===== config.mk =====
export PLATFORM = sky130hd
export DESIGN_NAME = hid_report_collector
export DESIGN_NICKNAME = d
export VERILOG_FILES = /design/src/rtl/hid_pkg.sv /design/src/rtl/sync_pulse.sv /design/src/rtl/hid_report_collector.sv
export SDC_FILE = /design/constraint.sdc
export NUM_CORES = 1
export LEC_CHECK = 0
export ABC_CLOCK_PERIOD_IN_PS = 8350
export CELL_PAD_IN_SITES_DETAIL_PLACEMENT = 0
export CELL_PAD_IN_SITES_GLOBAL_PLACEMENT = 2
export CORE_ASPECT_RATIO = 0.5
export CORE_UTILIZATION = 37
export DETAILED_ROUTE_END_ITERATION = 8
export MAX_ROUTING_LAYER = met4
export PLACE_DENSITY = 0.81
export SKIP_CTS_REPAIR_TIMING = 1
export SLEW_MARGIN = 20
export SYNTH_ARGS = -nofsm -noshare
export SYNTH_HDL_FRONTEND = slang
export SYNTH_SLANG_ARGS = --single-unit

===== constraint.sdc =====
create_clock -name clk -period 8.35 [get_ports clk]
set_input_delay 1.67 -clock clk [delete_from_list [all_inputs] [get_ports clk]]
set_output_delay 1.67 -clock clk [all_outputs]
set_load 0.02 [all_outputs]

===== src/rtl/hid_pkg.sv =====
// Shared types, report-length constants and saturating accumulator arithmetic
// for the HID report collector.
package hid_pkg;

  typedef enum logic {KBD = 1'b0, MOUSE = 1'b1} hid_dev_t;

  typedef enum logic [1:0] {P_IDLE, P_KBD, P_MOUSE, P_DROP} parser_state_t;

  localparam int KBD_REPORT_LEN = 8;
  localparam int MOUSE_MIN_LEN  = 3;
  localparam int MOUSE_MAX_LEN  = 4;

  // Operands are sign-extended to 64 bits so the sum never wraps before the clamp.
  // The result is clamped to the signed range of an acc_w-bit accumulator.
  function automatic logic signed [63:0] sat_add(input logic signed [63:0] acc,
                                                 input logic signed [63:0] delta,
                                                 input int acc_w);
    logic signed [63:0] sum;
    logic signed [63:0] hi;
    logic signed [63:0] lo;
    hi  = (64'sd1 <<< (acc_w - 1)) - 64'sd1;
    lo  = -(64'sd1 <<< (acc_w - 1));
    sum = acc + delta;
    if (sum > hi)      return hi;
    else if (sum < lo) return lo;
    else               return sum;
  endfunction

endpackage


===== src/rtl/sync_pulse.sv =====
// Multi-flop synchronizer for a slow asynchronous level.
// Provides the synchronized level plus single-cycle rise and fall strobes.
module sync_pulse #(
  parameter int STAGES = 2
) (
  input  logic clk,
  input  logic reset_n,
  input  logic din,
  output logic level,
  output logic rise,
  output logic fall
);

  logic [STAGES-1:0] chain;
  logic              prev;

  always_ff @(posedge clk) begin
    if (!reset_n) begin
      chain <= '0;
      prev  <= 1'b0;
    end else begin
      chain <= {chain[STAGES-2:0], din};
      prev  <= chain[STAGES-1];
    end
  end

  assign level = chain[STAGES-1];
  assign rise  = level & ~prev;
  assign fall  = ~level & prev;

endmodule


===== src/rtl/hid_report_collector.sv =====
// Parses boot-protocol keyboard/mouse reports, keeps live HID state and
// presents a read snapshot that stays frozen while the SPI side reads it.
module hid_report_collector
  import hid_pkg::*;
#(
  parameter int SYNC_STAGES = 2,
  parameter int ACC_W       = 32,
  parameter int KEY_SLOTS   = 6
) (
  input  logic                    clk,
  input  logic                    reset_n,
  input  logic                    rx_valid,
  input  logic [7:0]              rx_data,
  input  logic                    rx_sop,
  input  logic                    rx_eop,
  input  logic                    rx_dev,
  input  logic                    kbd_present,
  input  logic                    mouse_present,
  input  logic                    hid_read,
  output logic                    hid_keyboard_connected,
  output logic                    hid_mouse_connected,
  output logic [7:0]              hid_keyboard_modifiers,
  output logic [7:0]              hid_keyboard_keycodes [KEY_SLOTS],
  output logic [7:0]              hid_mouse_buttons,
  output logic signed [ACC_W-1:0] hid_mouse_x,
  output logic signed [ACC_W-1:0] hid_mouse_y,
  output logic signed [ACC_W-1:0] hid_mouse_wheel,
  output logic                    parse_error
);

  parser_state_t state, state_n;
  logic [3:0] idx, idx_n, byte_idx;
  logic wr_kbd, wr_mouse, kbd_commit, mouse_commit, perr;

  logic [7:0]        sh_mod, sh_btn;
  logic [7:0]        sh_keys  [KEY_SLOTS];
  logic [7:0]        keys_new [KEY_SLOTS];
  logic signed [7:0] sh_dx, sh_dy, dy_cur, dw_cur;

  logic [7:0]              live_mod, live_btn;
  logic [7:0]              live_keys [KEY_SLOTS];
  logic signed [ACC_W-1:0] acc_x, acc_y, acc_w;

  logic rd_s, rd_rise, rd_fall, hold;

  function automatic logic signed [ACC_W-1:0] acc_step(input logic signed [ACC_W-1:0] acc,
                                                       input logic signed [7:0] delta,
                                                       input logic signed [ACC_W-1:0] snap);
    return ACC_W'(sat_add(64'(acc), 64'(delta) - 64'(snap), ACC_W));
  endfunction

  sync_pulse #(.STAGES(SYNC_STAGES)) u_rd_sync (
    .clk     (clk),
    .reset_n (reset_n),
    .din     (hid_read),
    .level   (rd_s),
    .rise    (rd_rise),
    .fall    (rd_fall)
  );

  always_comb begin
    state_n = state; idx_n = idx; byte_idx = idx;
    wr_kbd = 1'b0; wr_mouse = 1'b0;
    kbd_commit = 1'b0; mouse_commit = 1'b0; perr = 1'b0;
    if (rx_valid) begin
      if (rx_sop) begin
        perr     = (state != P_IDLE);
        byte_idx = '0;
        wr_kbd   = (hid_dev_t'(rx_dev) == KBD);
        wr_mouse = (hid_dev_t'(rx_dev) == MOUSE);
        if (rx_eop) begin
          perr    = 1'b1;  // a one-byte report is never a valid length
          state_n = P_IDLE;
          idx_n   = '0;
        end else begin
          state_n = (hid_dev_t'(rx_dev) == MOUSE) ? P_MOUSE : P_KBD;
          idx_n   = 4'd1;
        end
      end else begin
        case (state)
          P_KBD: begin
            wr_kbd = 1'b1;
            if (rx_eop) begin
              state_n = P_IDLE; idx_n = '0;
              if (idx == 4'(KBD_REPORT_LEN - 1)) kbd_commit = 1'b1;
              else                               perr = 1'b1;
            end else if (idx == 4'(KBD_REPORT_LEN - 1)) begin
              state_n = P_DROP; idx_n = '0; perr = 1'b1;
            end else begin
              idx_n = idx + 4'd1;
            end
          end
          P_MOUSE: begin
            wr_mouse = 1'b1;
            if (rx_eop) begin
              state_n = P_IDLE; idx_n = '0;
              if (idx == 4'(MOUSE_MIN_LEN - 1) || idx == 4'(MOUSE_MAX_LEN - 1)) mouse_commit = 1'b1;
              else perr = 1'b1;
            end else if (idx == 4'(MOUSE_MAX_LEN - 1)) begin
              state_n = P_DROP; idx_n = '0; perr = 1'b1;
            end else begin
              idx_n = idx + 4'd1;
            end
          end
          P_DROP: begin
            if (rx_eop) begin
              state_n = P_IDLE; idx_n = '0;
            end
          end
          default: ;
        endcase
      end
    end
  end

  // The final byte of a report is used directly, so commit happens on the eop edge.
  always_comb begin
    for (int i = 0; i < KEY_SLOTS; i++)
      keys_new[i] = (i == KBD_REPORT_LEN - 3) ? rx_data : sh_keys[i];
    dy_cur = (idx == 4'(MOUSE_MIN_LEN - 1)) ? signed'(rx_data) : sh_dy;
    dw_cur = (idx == 4'(MOUSE_MAX_LEN - 1)) ? signed'(rx_data) : 8'sd0;
  end

  always_ff @(posedge clk) begin
    if (!reset_n) begin
      state  <= P_IDLE;
      idx    <= '0;
      sh_mod <= '0; sh_btn <= '0; sh_dx <= '0; sh_dy <= '0;
      for (int i = 0; i < KEY_SLOTS; i++) sh_keys[i] <= '0;
    end else begin
      state <= state_n;
      idx   <= idx_n;
      if (wr_kbd) begin
        if (byte_idx == 4'd0) sh_mod <= rx_data;
        for (int i = 0; i < KEY_SLOTS; i++)
          if (byte_idx == 4'(i + 2)) sh_keys[i] <= rx_data;
      end
      if (wr_mouse) begin
        if (byte_idx == 4'd0) sh_btn <= rx_data;
        if (byte_idx == 4'd1) sh_dx  <= signed'(rx_data);
        if (byte_idx == 4'd2) sh_dy  <= signed'(rx_data);
      end
    end
  end

  // Snapshot held from the cycle after the rise through the fall cycle itself.
  assign hold = (rd_s & ~rd_rise) | rd_fall;

  always_ff @(posedge clk) begin
    if (!reset_n) begin
      live_mod <= '0; live_btn <= '0;
      acc_x <= '0; acc_y <= '0; acc_w <= '0;
      for (int i = 0; i < KEY_SLOTS; i++) live_keys[i] <= '0;
    end else begin
      if (kbd_commit) begin
        live_mod <= sh_mod;
        for (int i = 0; i < KEY_SLOTS; i++) live_keys[i] <= keys_new[i];
      end
      if (mouse_commit) live_btn <= sh_btn;
      acc_x <= acc_step(acc_x, mouse_commit ? sh_dx  : 8'sd0, rd_fall ? hid_mouse_x     : '0);
      acc_y <= acc_step(acc_y, mouse_commit ? dy_cur : 8'sd0, rd_fall ? hid_mouse_y     : '0);
      acc_w <= acc_step(acc_w, mouse_commit ? dw_cur : 8'sd0, rd_fall ? hid_mouse_wheel : '0);
    end
  end

  always_ff @(posedge clk) begin
    if (!reset_n) begin
      parse_error <= 1'b0;
      hid_keyboard_connected <= 1'b0; hid_mouse_connected <= 1'b0;
      hid_keyboard_modifiers <= '0;   hid_mouse_buttons   <= '0;
      hid_mouse_x <= '0; hid_mouse_y <= '0; hid_mouse_wheel <= '0;
      for (int i = 0; i < KEY_SLOTS; i++) hid_keyboard_keycodes[i] <= '0;
    end else begin
      parse_error <= perr;
      if (!hold) begin
        hid_keyboard_connected <= kbd_present;
        hid_mouse_connected    <= mouse_present;
        hid_keyboard_modifiers <= live_mod;
        hid_mouse_buttons      <= live_btn;
        hid_mouse_x            <= acc_x;
        hid_mouse_y            <= acc_y;
        hid_mouse_wheel        <= acc_w;
        for (int i = 0; i < KEY_SLOTS; i++) hid_keyboard_keycodes[i] <= live_keys[i];
      end
    end
  end

endmodule


# Word-level counts from Yosys, hierarchy flattened

Memory sizes are Yosys's and may differ from the RTL's. A register that Yosys moved wholly into a read port is not among the register bits.
Cells that the tools add are included.

Register bits after elaboration: 268
RAM bits: 96
Output and inout bits: 163
Memories: 2

Memory list:

| name      | depth | bits a word | read ports | clocked after memory_dff | write ports | line                       | text |
|---|---|---|---|---|---|---|---|
| live_keys | 6     | 8           | 6          | 6                        | 6           | hid_report_collector.sv:41 | `logic [7:0] live_keys [KEY_SLOTS];` |
| sh_keys   | 6     | 8           | 5          | 0                        | 6           | hid_report_collector.sv:36 | `logic [7:0] sh_keys [KEY_SLOTS];` |

Add/sub/neg operators: 7
$lt $le $gt $ge: 6
Equality and inequality tests: 16
Mux-type cells: 97
Bitwise logic cells: 21
Reductions and logical operators: 26

Operator list:

| operator                                                        | count |
|---|---|
| 2-to-1 mux 32 bit                                               | 6 |
| 2-to-1 mux 8 bit                                                | 17 |
| adder 32 x 33 -> 34 bit                                         | 3 |
| greater-than comparator 34 x 32 -> 1 bit, second input constant | 3 |
| less-than comparator 34 x 32 -> 1 bit, second input constant    | 3 |
| subtractor 8 x 32 -> 33 bit                                     | 3 |
| 2-to-1 mux 31 bit                                               | 3 |
| 2-to-1 mux 1 bit                                                | 52 |
| 2-to-1 mux 4 bit                                                | 8 |
| equality test 4 x 3 -> 1 bit, second input constant             | 5 |
| equality test 4 x 2 -> 1 bit, second input constant             | 4 |
| 2-to-1 mux 2 bit                                                | 8 |
| OR 1 bit                                                        | 13 |
| logical NOT 1 bit                                               | 12 |
| one-hot mux 4 bit (3 select lines)                              | 1 |
| AND reduction 2 bit                                             | 5 |
| inequality test 4 bit, second input constant                    | 2 |
| one-hot mux 2 bit (3 select lines)                              | 1 |
| OR reduction 2 bit                                              | 3 |
| inverter 1 bit                                                  | 5 |
| AND reduction 5 bit                                             | 1 |
| adder 4 x 1 -> 4 bit, second input constant                     | 1 |
| equality test 2 bit, second input constant                      | 2 |
| equality test 4 x 1 -> 1 bit, second input constant             | 1 |
| other kinds (9)                                                 | 11 |

# Logic depth before layout (Yosys ltp)

Gate-level depths: netlist of the first run.

Word-level depth: 13
Mapped depth: 25
Mapped depth without buffers: 21

# Hierarchy

Synthesis of the first run repeated with hierarchy kept, for this count alone.

Cells, all modules: 2677
Area, all modules: 22948.3 um^2

Modules (own cells, without submodules):

| module               | times used | cells an instance | area each (um^2) | sequential area each (um^2) |
|---|---|---|---|---|
| hid_report_collector | 1          | 2669              | 22856.9          | 8908.5 |
| sync_pulse           | 1          | 8                 | 91.3             | 60.1 |

# Worst setup path after synthesis of the first run

OpenSTA, ideal clock, no wires.

Kind: input to register
Start point: in rx_valid
End point: reg acc_x[4]
Setup time: 0.121 ns
Arrival: 6.861 ns
Data required time: 8.229 ns
Path slack: 1.368 ns
Stages: 21
Buffers on the path: 5
Cell sequence: clkbuf_1 -> nand4b_1 -> nor2_1 -> clkbuf_1 -> nand2_1 -> fa_1 -> inv_1 -> ha_1 -> clkbuf_1 -> a21oi_1 -> o21ai_0 -> a41oi_1 -> o211a_2 -> o21ai_2 -> o41ai_4 -> mux2_1 -> a32o_2 -> nand2_1 -> buf_6 -> buf_6 -> o31ai_2

Longest elaborated chain between the ends: 7
Elaborated cells between the ends (all ways): 8
Classes of those cells: add/sub (2); order compare (2); mux (4)

RTL lines:

| what                                  | line                        | text |
|---|---|---|
| from (decl)                           | hid_report_collector.sv:12  | `input logic rx_valid,` |
| 2-to-1 mux 1 bit (*)                  | hid_report_collector.sv:65  | `if (rx_valid) begin` |
| 2-to-1 mux 8 bit (*)                  | hid_report_collector.sv:160 | `acc_x <= acc_step(acc_x, mouse_commit ? sh_dx : 8'sd0, rd_fall ? hid_mouse_x : '0);` |
| subtractor 8 x 32 -> 33 bit (*)       | hid_report_collector.sv:49  | `return ACC_W'(sat_add(64'(acc), 64'(delta) - 64'(snap), ACC_W));` |
| adder 32 x 33 -> 34 bit (*)           | hid_pkg.sv:23               | `sum = acc + delta;` |
| less-than comparator 34 x 32 -> 1 bit | hid_pkg.sv:25               | `else if (sum < lo) return lo;` |
| 2-to-1 mux 32 bit                     | hid_pkg.sv:25               |  |
| 2-to-1 mux 31 bit (*)                 | hid_pkg.sv:24               | `if (sum > hi) return hi;` |
| to (signal assigned)                  | hid_report_collector.sv:160 |  |
| to (decl)                             | hid_report_collector.sv:42  | `logic signed [ACC_W-1:0] acc_x, acc_y, acc_w;` |

Every way passes the cells marked *; elsewhere a longest branch is shown, timed or not.
A chain may end at the register's enable or synchronous reset.

# Worst setup path in the final report of the first run

Start point: in rx_valid
End point: reg acc_x[17]

Same word-level chain as after synthesis.

==> flow_summary.ini, run 1 <==
[setup_path]
required_ns = 8.75
r2r_slack_ns = 2.27
start_kind = input pin
cpMaxStageDelayCell = clkdlybuf4s50_1
cp_max_fo = 21
end_kind = flip-flop
arrival_ns = 7.38
cpPeakStageDelay_ns = 0.67
worst-setup-path-type = in -> reg
crit_chain = clkdlybuf4s50_1 > nand4b_1 > nor2_1 > buf_4 > nand2_2 > fa_1 > inv_1 > ha_1 > a21oi_1 > o21ai_0 > a41oi_1 > o211a_2 > o21ai_2 > o41ai_4 > mux2_1 > a32o_2 > nand2_1 > buf_12 > o21ai_1

[floorplanning]
core-area_mm2 = 0.0613
die-area_mm2 = 0.0632
io-pin-count = 180
rows = 64
dieWidth_um = 354
initial_core_util_pct = 37.5
dieHeight_um = 178

[global_routing]
grt_pass1_vias = 16900
grt-ovfl-total = 0
grt_pass1_wl_um = 91700
track_usage_pct = 18.5
antenna_found_initial = 1
grt_max_degree = 99

[timing]
setup_viol = 0
relSlewSlack_pct = 28.4
post-route-period-util_pct = 83.6
grt_setup_unrepaired = no
clock_skew_ns = 0.0334
clock.fmax_mhz = 143
timing.hold.ws_ns = 0.435
hold_viol = 0
period_minus_slack_ns = 6.98
tightest_slew_ns = 1.07
fin_ws_ns = 1.37
tns_ns = 0
slew_viol_final = 0

[run_status]
status = complete, no violations

[route]
vias = 17500
drt_wl_total_um = 56400
post_drt_wl_per_cell_um = 15.8
drc = 0
dr.pass1.iters = 5
drtIter0Drc = 920
drtAntennaViolNets = 0
viasPerCell = 4.89

[layout]
areaGrowthSynthToFinish_pct = 17.3
nets = 2938
drive_gt1_share_pct = 5.03
num_antenna_cells = 0

[yosys]
synth_edf_count = 88
ys_ff_latch = 404
synth_compound_area_share_pct = 14.2
synthFlopType = dfxtp_1
netlist_area_mm2 = 0.0230
synth_top_family_by_area = simple AND/OR/NAND/NOR gates
synthArstFlopShare_pct = 0
synth-adder-area-share_pct = 14.3
syn-num-nets = 2816
synth-seq-area-share_pct = 39.0
synth-simple-area-share_pct = 17.1
synth_cell_type_count = 80
synth-xor-area-share_pct = 3.20
synth_area_per_cell_um2 = 8.86
ys_warn_count = 0
muxShareOfSynthArea_pct = 4.89
syn_inst = 2594

[placed_design]
port_buffers = 179
dp_hpwl_um = 39400
gp_congestion = 0.838
dpl_worst_slack_ns = 0.476

[clock_tree]
clk_latency_ns = 0.58
cts.sinks = 404
root_buffer = clkbuf_16
clock_path_buffers = 3
clkTransAtPathRegs_ns = 0.06
cts_tree = done
htreeDepth = 2
cts_buffers = 42

[power_and_ir_drop]
peakVddDrop_mv = 0.165
leakagePower_nw = 11.9
p_per_area_mw_per_mm2 = 410

[worst_hold_path]
hold_class = reg -> reg

[run]
drv_cap = 0
-- metrics by stage --
stage / instances / util [%] / instance area, um^2 / total power, mW
after floorplan: 2594 / - / 23000 / 7.65
after global placement: 3496 / 41.7 / 25500 / 9.13
after detailed placement: 3496 / 41.7 / 25500 / 9.14
after CTS: 3570 / 44.0 / 27000 / 11.2
after global routing: 3571 / 44.0 / 27000 / 12.2
final: 3571 / 44.0 / 27000 / 11.1
-- flip-flops by register name, summed over array words and instances, names as in the netlist, 2 cells and up --
register                count
sh_dx                       8
sh_btn                      8
acc_w                      32
hid_mouse_wheel            32
idx                         4
sh_dy                       8
hid_keyboard_keycodes      48
acc_y                      32
hid_mouse_buttons           8
live_mod                    8
hid_keyboard_modifiers      8
live_btn                    8
sh_mod                      8
state                       2
sh_keys                    40
hid_mouse_x                32
hid_mouse_y                32
acc_x                      32
live_keys                  48
u_rd_sync.chain             2
-- cells in the mapped netlist, types with 14 or more instances --
cell | n | area share [%]
mux2i_1 | 110 | 4.8
xor2_1 | 35 | 1.3
and3_1 | 55 | 1.5
fa_1 | 96 | 8.4
o21ai_1 | 41 | 0.89
xnor2_1 | 49 | 1.9
nand2b_1 | 100 | 2.7
nand3_1 | 23 | 0.50
and2_1 | 56 | 1.5
inv_1 | 296 | 4.8
dfxtp_1 | 316 | 28
o21a_1 | 23 | 0.75
clkbuf_1 | 115 | 1.9
a21oi_1 | 210 | 4.6
edfxtp_1 | 88 | 11
a31oi_1 | 14 | 0.38
o21ai_0 | 83 | 1.8
nor2_1 | 274 | 4.5
nor2b_1 | 19 | 0.52
a21o_1 | 69 | 2.3
nand2_1 | 237 | 3.9
ha_1 | 109 | 5.9
-- path summary, 6_finish.rpt --
check / startpoint / to / cells past startpoint
worst max-delay path: rx_valid / acc_x[17] / 19
worst min-delay path: u_rd_sync.chain[0] / u_rd_sync.chain[1] / 1
worst max register to register: idx[0] / acc_y[29] / 20
worst min register to register: u_rd_sync.chain[0] / u_rd_sync.chain[1] / 1
-- report_power, final --
part,switching [mW],leakage [nW],total (mW),internal [mW]
Sequential,0.217,3.52,2.66,2.44
Combinational,3.69,7.69,6.42,2.73
Clock,0.827,0.696,1.99,1.16
-- layer usage --
metal,vias up,GRT usage [%],part of all wire [%]
li1,8840,-,-
met1,8372,24.2,48
met2,185,30.5,47
met3,61,3.12,3.4
met4,0,3.21,1.4
met5,-,-,0
-- worst max-delay path: cells and delay by family --
kind,cells,cell delay [ns]
and+or+nand+nor,4,1.22
adders and majority gates,2,1.06
muxes,1,0.39
buffers and inverters,4,1.23
AOI/OAI and AO/OA,8,1.77
-- cells in the final DEF, fill, tap and decap left out, drive strengths merged, types with 100 or more instances in the layout --
master and instances:
nand2 237, clkdlybuf4s50 178, nor2 274, dfxtp 316, nand2b 100, mux2i 110
o21ai 135, inv 299, a21oi 210, ha 109
-- cells by family after synthesis --
logic type	Yosys count
fa+ha+maj	205
buf+inv	431
mux	112
xor+xnor	84
flops	404
simple gates	833
compound gates	525
-- cell type report --
cell class / instances / area, um^2
Clock buffer: 60 / 1200
Clock inverter: 14 / 218
Fill cell: 6122 / 34300
Inverter: 297 / 1120
Multi-Input combinational cell: 1759 / 12400
Sequential cell: 404 / 8980
Tap cell: 825 / 1030
Timing Repair Buffer: 212 / 2060
Power figures use the tool's default switching activity.
==> inputs of run 2 (changes only) <==
--- a/config.mk
+++ b/config.mk
@@ -5,7 +5,7 @@
 export SDC_FILE = /design/constraint.sdc
 export NUM_CORES = 1
 export LEC_CHECK = 0
-export ABC_CLOCK_PERIOD_IN_PS = 8350
+export ABC_CLOCK_PERIOD_IN_PS = 7000
 export CELL_PAD_IN_SITES_DETAIL_PLACEMENT = 0
 export CELL_PAD_IN_SITES_GLOBAL_PLACEMENT = 2
 export CORE_ASPECT_RATIO = 0.5
==> constraint.sdc (replaced) <==
create_clock -name clk -period 7 [get_ports clk]
set_input_delay 1.4 -clock clk [delete_from_list [all_inputs] [get_ports clk]]
set_output_delay 1.4 -clock clk [all_outputs]
set_load 0.02 [all_outputs]
==> run 2 against run 1 <==
Critical path type unchanged. Worst hold slack worse by 0.0026 ns. Utilization grew 0.23 points. Worst setup slack got worse by 0.42 ns. Clock skew shrank 0.012 ns. Highest routed layer unchanged. Global-route usage about the same. Cell count rose by 0.25%.
==> flow_summary.ini, run 2 (synthesized netlist as in run 1, its figures left out) <==
[worst_hold_path]
hold_path_depth = 1
hold_class = reg -> reg

[clock_tree]
htreeDepth = 2
cts.sinks = 404
clk_latency_ns = 0.58
cts_buffers = 41
root_buffer = clkbuf_16
clock_path_buffers = 3
clkTransAtPathRegs_ns = 0.06
cts_tree = done

[setup_path]
cpPeakStageDelay_ns = 0.61
r2r_slack_ns = 1.49
critical_path_buf_inv_count = 6
crit_cells = 22
required_ns = 7.44
worst-setup-path-type = in -> reg
cp_max_fo = 13
crit_chain = clkdlybuf4s50_1 > nand4b_1 > nor2_1 > buf_4 > nand2_1 > ha_1 > inv_1 > ha_1 > inv_1 > fa_1 > nor2b_1 > o21ai_0 > a21oi_1 > nor3_1 > buf_4 > o21ai_1 > o21ai_0 > o21ai_1 > o211ai_1 > o211ai_1 > buf_4 > o21ai_0
crit_family = compound AO/OA/AOI/OAI gates
start_kind = input pin
arrival_ns = 6.49
cpMaxStageDelayCell = clkdlybuf4s50_1
reg2regPathDepth = 18
end_kind = flip-flop

[global_routing]
use_met3_pct = 2.66
top_usage_layer = met2
globalRouteMet1Util_pct = 24.4
grt_max_degree = 150
track_usage_pct = 18.5
grt_use_met2_pct = 30.5
grt_pass1_wl_um = 91600
grt-ovfl-total = 0
antenna_found_initial = 1
grt_pass1_vias = 17100

[layout]
num_antenna_cells = 0
drive_gt1_share_pct = 5.52
final_common_cell = dfxtp_1
nets = 2945
areaGrowthSynthToFinish_pct = 17.9
reg_top3 = hid_keyboard_keycodes x48, live_keys x48, sh_keys x40
final_cell_area_mm2 = 0.0271
final_cell_mix = dfxtp_1, inv_1, nor2_1, nand2_1, a21oi_1
final_core_util_pct = 44.3

[power_and_ir_drop]
p_per_area_mw_per_mm2 = 488
leakagePower_nw = 12.0
power.switching_mw = 5.70
p_int_mw = 7.55
seqPwrFrac_pct = 24.0
swShare_pct = 43.0
p_clk_share_pct = 18.1
totalPowerFinal_mw = 13.2
combPwrFrac_pct = 57.9
peakVddDrop_mv = 0.200

[route]
drt_wl_total_um = 56400
drc = 0
post_drt_wl_per_cell_um = 15.7
drtAntennaViolNets = 0
vias = 17300
drtIter0Drc = 913
dr.pass1.iters = 5
viasPerCell = 4.84

[floorplanning]
die-area_mm2 = 0.0632
io-pin-count = 180
core-area_mm2 = 0.0613
initial_core_util_pct = 37.5
rows = 64
dieHeight_um = 178
dieWidth_um = 354

[placed_design]
dp_hpwl_um = 39600
postPlaceCellArea_mm2 = 0.0257
port_buffers = 179
gp_congestion = 0.851

[timing]
tightest_slew_ns = 1.05
setup_viol = 0
relSlewSlack_pct = 29.8
hold_viol = 0
grt_setup_unrepaired = no
post-route-period-util_pct = 86.4
period_minus_slack_ns = 6.05
clock.fmax_mhz = 165
clock_skew_ns = 0.0216
tns_ns = 0
slew_viol_final = 0

[run]
drv_cap = 0

[run_status]
status = complete, no violations
run 2: cell types whose count changed in the layout (fill, tap and decap cells not counted), moves of 2 or more:
cell / delta
clkinv_2: +3
buf_12: +4
clkbuf_1: -7
clkbuf_16: -2
clkbuf_8: +2
buf_4: +5
clkinv_1: +2
inv_6: -2
run 2: area by class of cell:
type | instances | area, um^2
Clock buffer | 53 | 1150
Inverter | 297 | 1120
Sequential cell | 404 | 8980
Multi-Input combinational cell | 1759 | 12400
Clock inverter | 22 | 300
Tap cell | 825 | 1030
Fill cell | 6072 | 34100
Timing Repair Buffer | 220 | 2170
run 2: path summary, 6_finish.rpt:
path | endpoint | start
setup reg to reg | acc_y[19] | idx[0]
hold reg to reg | u_rd_sync.chain[1] | u_rd_sync.chain[0]
hold / removal | u_rd_sync.chain[1] | u_rd_sync.chain[0]
setup / recovery | acc_w[27] | rx_eop
run 2: metal layers:
metal | wire, um | vias to the layer above
met3 | 1510 | 61
li1 | - | 8829
met2 | 26300 | 170
met1 | 27700 | 8284
met5 | 0 | -
met4 | 806 | 0
run 2: power groups by stage:
stage          Clock, mW  Sequential, mW  Combinational (mW)
4_1_cts             2.47            3.19                7.75
6_report            2.40            3.18                7.67
5_1_grt             2.57            3.24                8.71
2_1_floorplan          0            3.34                5.78
3_5_place_dp           0            3.23                7.69
3_3_place_gp           0            3.24                7.68
run 2: worst register-to-register path, cell delays in order (launching register included):
cell,delay [ns]
dfxtp_1,0.50
inv_1,0.12
ha_1,0.25
o21ai_0,0.37
or2_2,0.36
a21oi_1,0.10
fa_1,0.53
inv_1,0.07
fa_1,0.47
and2b_1,0.24
o2111ai_1,0.22
a211oi_2,0.31
o21ai_2,0.12
a2111oi_4,0.42
o2111a_1,0.23
a211oi_2,0.06
a221oi_2,0.40
and2_4,0.49
o21bai_1,0.20
run 2: metrics by stage:
step / setup slack [ns] / hold WS, ns / std cells
global placement: 0.123 / 0.413 / 3505
CTS: 0.987 / 0.438 / 3580
floorplan: 0.288 / 0.412 / 2594
finish: 0.949 / 0.433 / 3580
detailed placement: 0.383 / 0.423 / 3505
global route: 0.591 / 0.445 / 3580
==> inputs of run 3 (changes only) <==
--- a/config.mk
+++ b/config.mk
@@ -5,12 +5,14 @@
 export SDC_FILE = /design/constraint.sdc
 export NUM_CORES = 1
 export LEC_CHECK = 0
-export ABC_CLOCK_PERIOD_IN_PS = 7000
+export ABC_CLOCK_PERIOD_IN_PS = 5700
 export CELL_PAD_IN_SITES_DETAIL_PLACEMENT = 0
 export CELL_PAD_IN_SITES_GLOBAL_PLACEMENT = 2
 export CORE_ASPECT_RATIO = 0.5
+export CORE_MARGIN = 3
 export CORE_UTILIZATION = 37
 export DETAILED_ROUTE_END_ITERATION = 8
+export HOLD_SLACK_MARGIN = 0.03
 export MAX_ROUTING_LAYER = met4
 export PLACE_DENSITY = 0.81
 export SKIP_CTS_REPAIR_TIMING = 1
==> constraint.sdc (replaced) <==
create_clock -name clk -period 5.7 [get_ports clk]
set_input_delay 1.14 -clock clk [delete_from_list [all_inputs] [get_ports clk]]
set_output_delay 1.14 -clock clk [all_outputs]
set_load 0.02 [all_outputs]
==> run 3 against run 2 <==
Worst setup slack worse by 0.48 ns. Global-route usage shrank 0.23 points. Total power rose by 32%. Utilization increased by 2.7 points. First-iteration DRC count down 9.3%. Count of clock-buffer cells in the layout rose by 4. Sequential share of layout area down 1.4 points. Critical path depth decreased by 3. Non-clock buffer count up 172. Critical path type unchanged. Largest power group unchanged.
==> flow_summary.ini, run 3 (synthesized netlist as in run 1, its figures left out) <==
[run_status]
status = complete, no violations

[setup_path]
crit_chain = clkdlybuf4s50_1 > nand4b_1 > nor2_2 > buf_4 > nand2_1 > fa_1 > inv_1 > ha_1 > a2111oi_0 > o21ai_1 > nand3_1 > o211ai_1 > a31oi_1 > mux2i_1 > a211oi_1 > a21oi_1 > o21a_1 > buf_4 > a21o_1
start_kind = input pin
end_kind = flip-flop
cp_max_fo = 13
cpPeakStageDelay_ns = 0.50
worst-setup-path-type = in -> reg
arrival_ns = 5.69
worst_path_most_repeated_cell = buf_4
critical_path_buf_inv_count = 4
r2r_slack_ns = 0.54
required_ns = 6.16
crit_family = compound AO/OA/AOI/OAI gates
cpMaxStageDelayCell = fa_1

[layout]
areaGrowthSynthToFinish_pct = 23.3
drive_gt1_share_pct = 10.8
final_core_util_pct = 47.0
final_cell_mix = dfxtp_1, inv_1, nor2_1, nand2_1, a21oi_1
final_common_cell = dfxtp_1
nets = 3117
reg_top3 = hid_keyboard_keycodes x48, live_keys x48, sh_keys x40

[route]
viasPerCell = 4.80
vias = 18000
dr.pass1.iters = 4
drtIter0Drc = 828
post_drt_wl_per_cell_um = 15.4
drtAntennaViolNets = 0
drc = 0
drt_wl_total_um = 57400

[timing]
timing.hold.ws_ns = 0.442
slew_viol_final = 0
clock.fmax_mhz = 191
post-route-period-util_pct = 91.8
grt_setup_unrepaired = no
clock_skew_ns = 0.0326
setup_viol = 0
hold_viol = 0
tightest_slew_ns = 1.08
fin_ws_ns = 0.470
period_minus_slack_ns = 5.23
relSlewSlack_pct = 27.2
tns_ns = 0

[power_and_ir_drop]
leakagePower_nw = 12.8
peakVddDrop_mv = 0.255
p_per_area_mw_per_mm2 = 619
totalPowerFinal_mw = 17.5

[floorplanning]
dieWidth_um = 358
dieHeight_um = 182
io-pin-count = 180
core-area_mm2 = 0.0603
rows = 63
initial_core_util_pct = 38.1
die-area_mm2 = 0.0653

[clock_tree]
root_buffer = clkbuf_16
cts.sinks = 404
clock_path_buffers = 3
cts_buffers = 41
clk_latency_ns = 0.59
clkTransAtPathRegs_ns = 0.06
cts_tree = done
htreeDepth = 2

[placed_design]
dpl_worst_slack_ns = -0.0926
port_buffers = 179
gp_congestion = 0.850
dp_hpwl_um = 42200

[global_routing]
grt-ovfl-total = 0
grt_pass1_vias = 18100
antenna_found_initial = 2
grt_pass1_wl_um = 94600
grt_max_degree = 125
track_usage_pct = 18.3

[run]
drv_cap = 0

[worst_hold_path]
hold_class = reg -> reg
==> run 3: cell count changes in the layout (fill, tap and decap cells not counted), moves of 2 or more <==
cell and change:
clkbuf_8 -2, clkinv_2 -2, bufinv_16 -3, buf_12 +4, buf_4 +168, nand2_2 -2, clkbuf_1 +6, nand2_4 +2
==> run 3: layout make-up <==
cell class | count | area, um^2
Fill cell | 5948 | 32000
Multi-Input combinational cell | 1759 | 12400
Sequential cell | 404 | 8980
Timing Repair Buffer | 392 | 3510
Clock buffer | 57 | 1150
Inverter | 297 | 1120
Tap cell | 812 | 1020
Clock inverter | 17 | 193
Antenna cell | 1 | 2.50
==> run 3: metrics by stage <==
stage	instance area, um^2	instances
after detailed placement	27000	3664
after global placement	27000	3664
after CTS	28300	3738
after floorplan	23000	2594
after global routing	28300	3738
final	28300	3739
==> run 3: report_power, final <==
part / leakage [nW] / total (mW) / internal, mW / switching (mW)
clock: 0.653 / 2.75 / 1.52 / 1.23
sequential: 3.52 / 3.89 / 3.58 / 0.316
combinational: 8.62 / 10.9 / 5.18 / 5.72
==> run 3: routing by layer <==
metal / wire (um) / track usage [%] / share of wire (%)
met4: 793 / 3.20 / 1.4
met2: 27300 / 30.6 / 47
met3: 2080 / 2.76 / 3.6
met1: 27300 / 23.7 / 48
met5: 0 / - / 0
==> run 3: final timing paths <==
check | endpoint | cells past startpoint | start
max | acc_y[2] | 19 | rx_eop
min | u_rd_sync.chain[1] | 1 | u_rd_sync.chain[0]
min reg2reg | u_rd_sync.chain[1] | 1 | u_rd_sync.chain[0]
max reg2reg | acc_y[2] | 19 | idx[0]
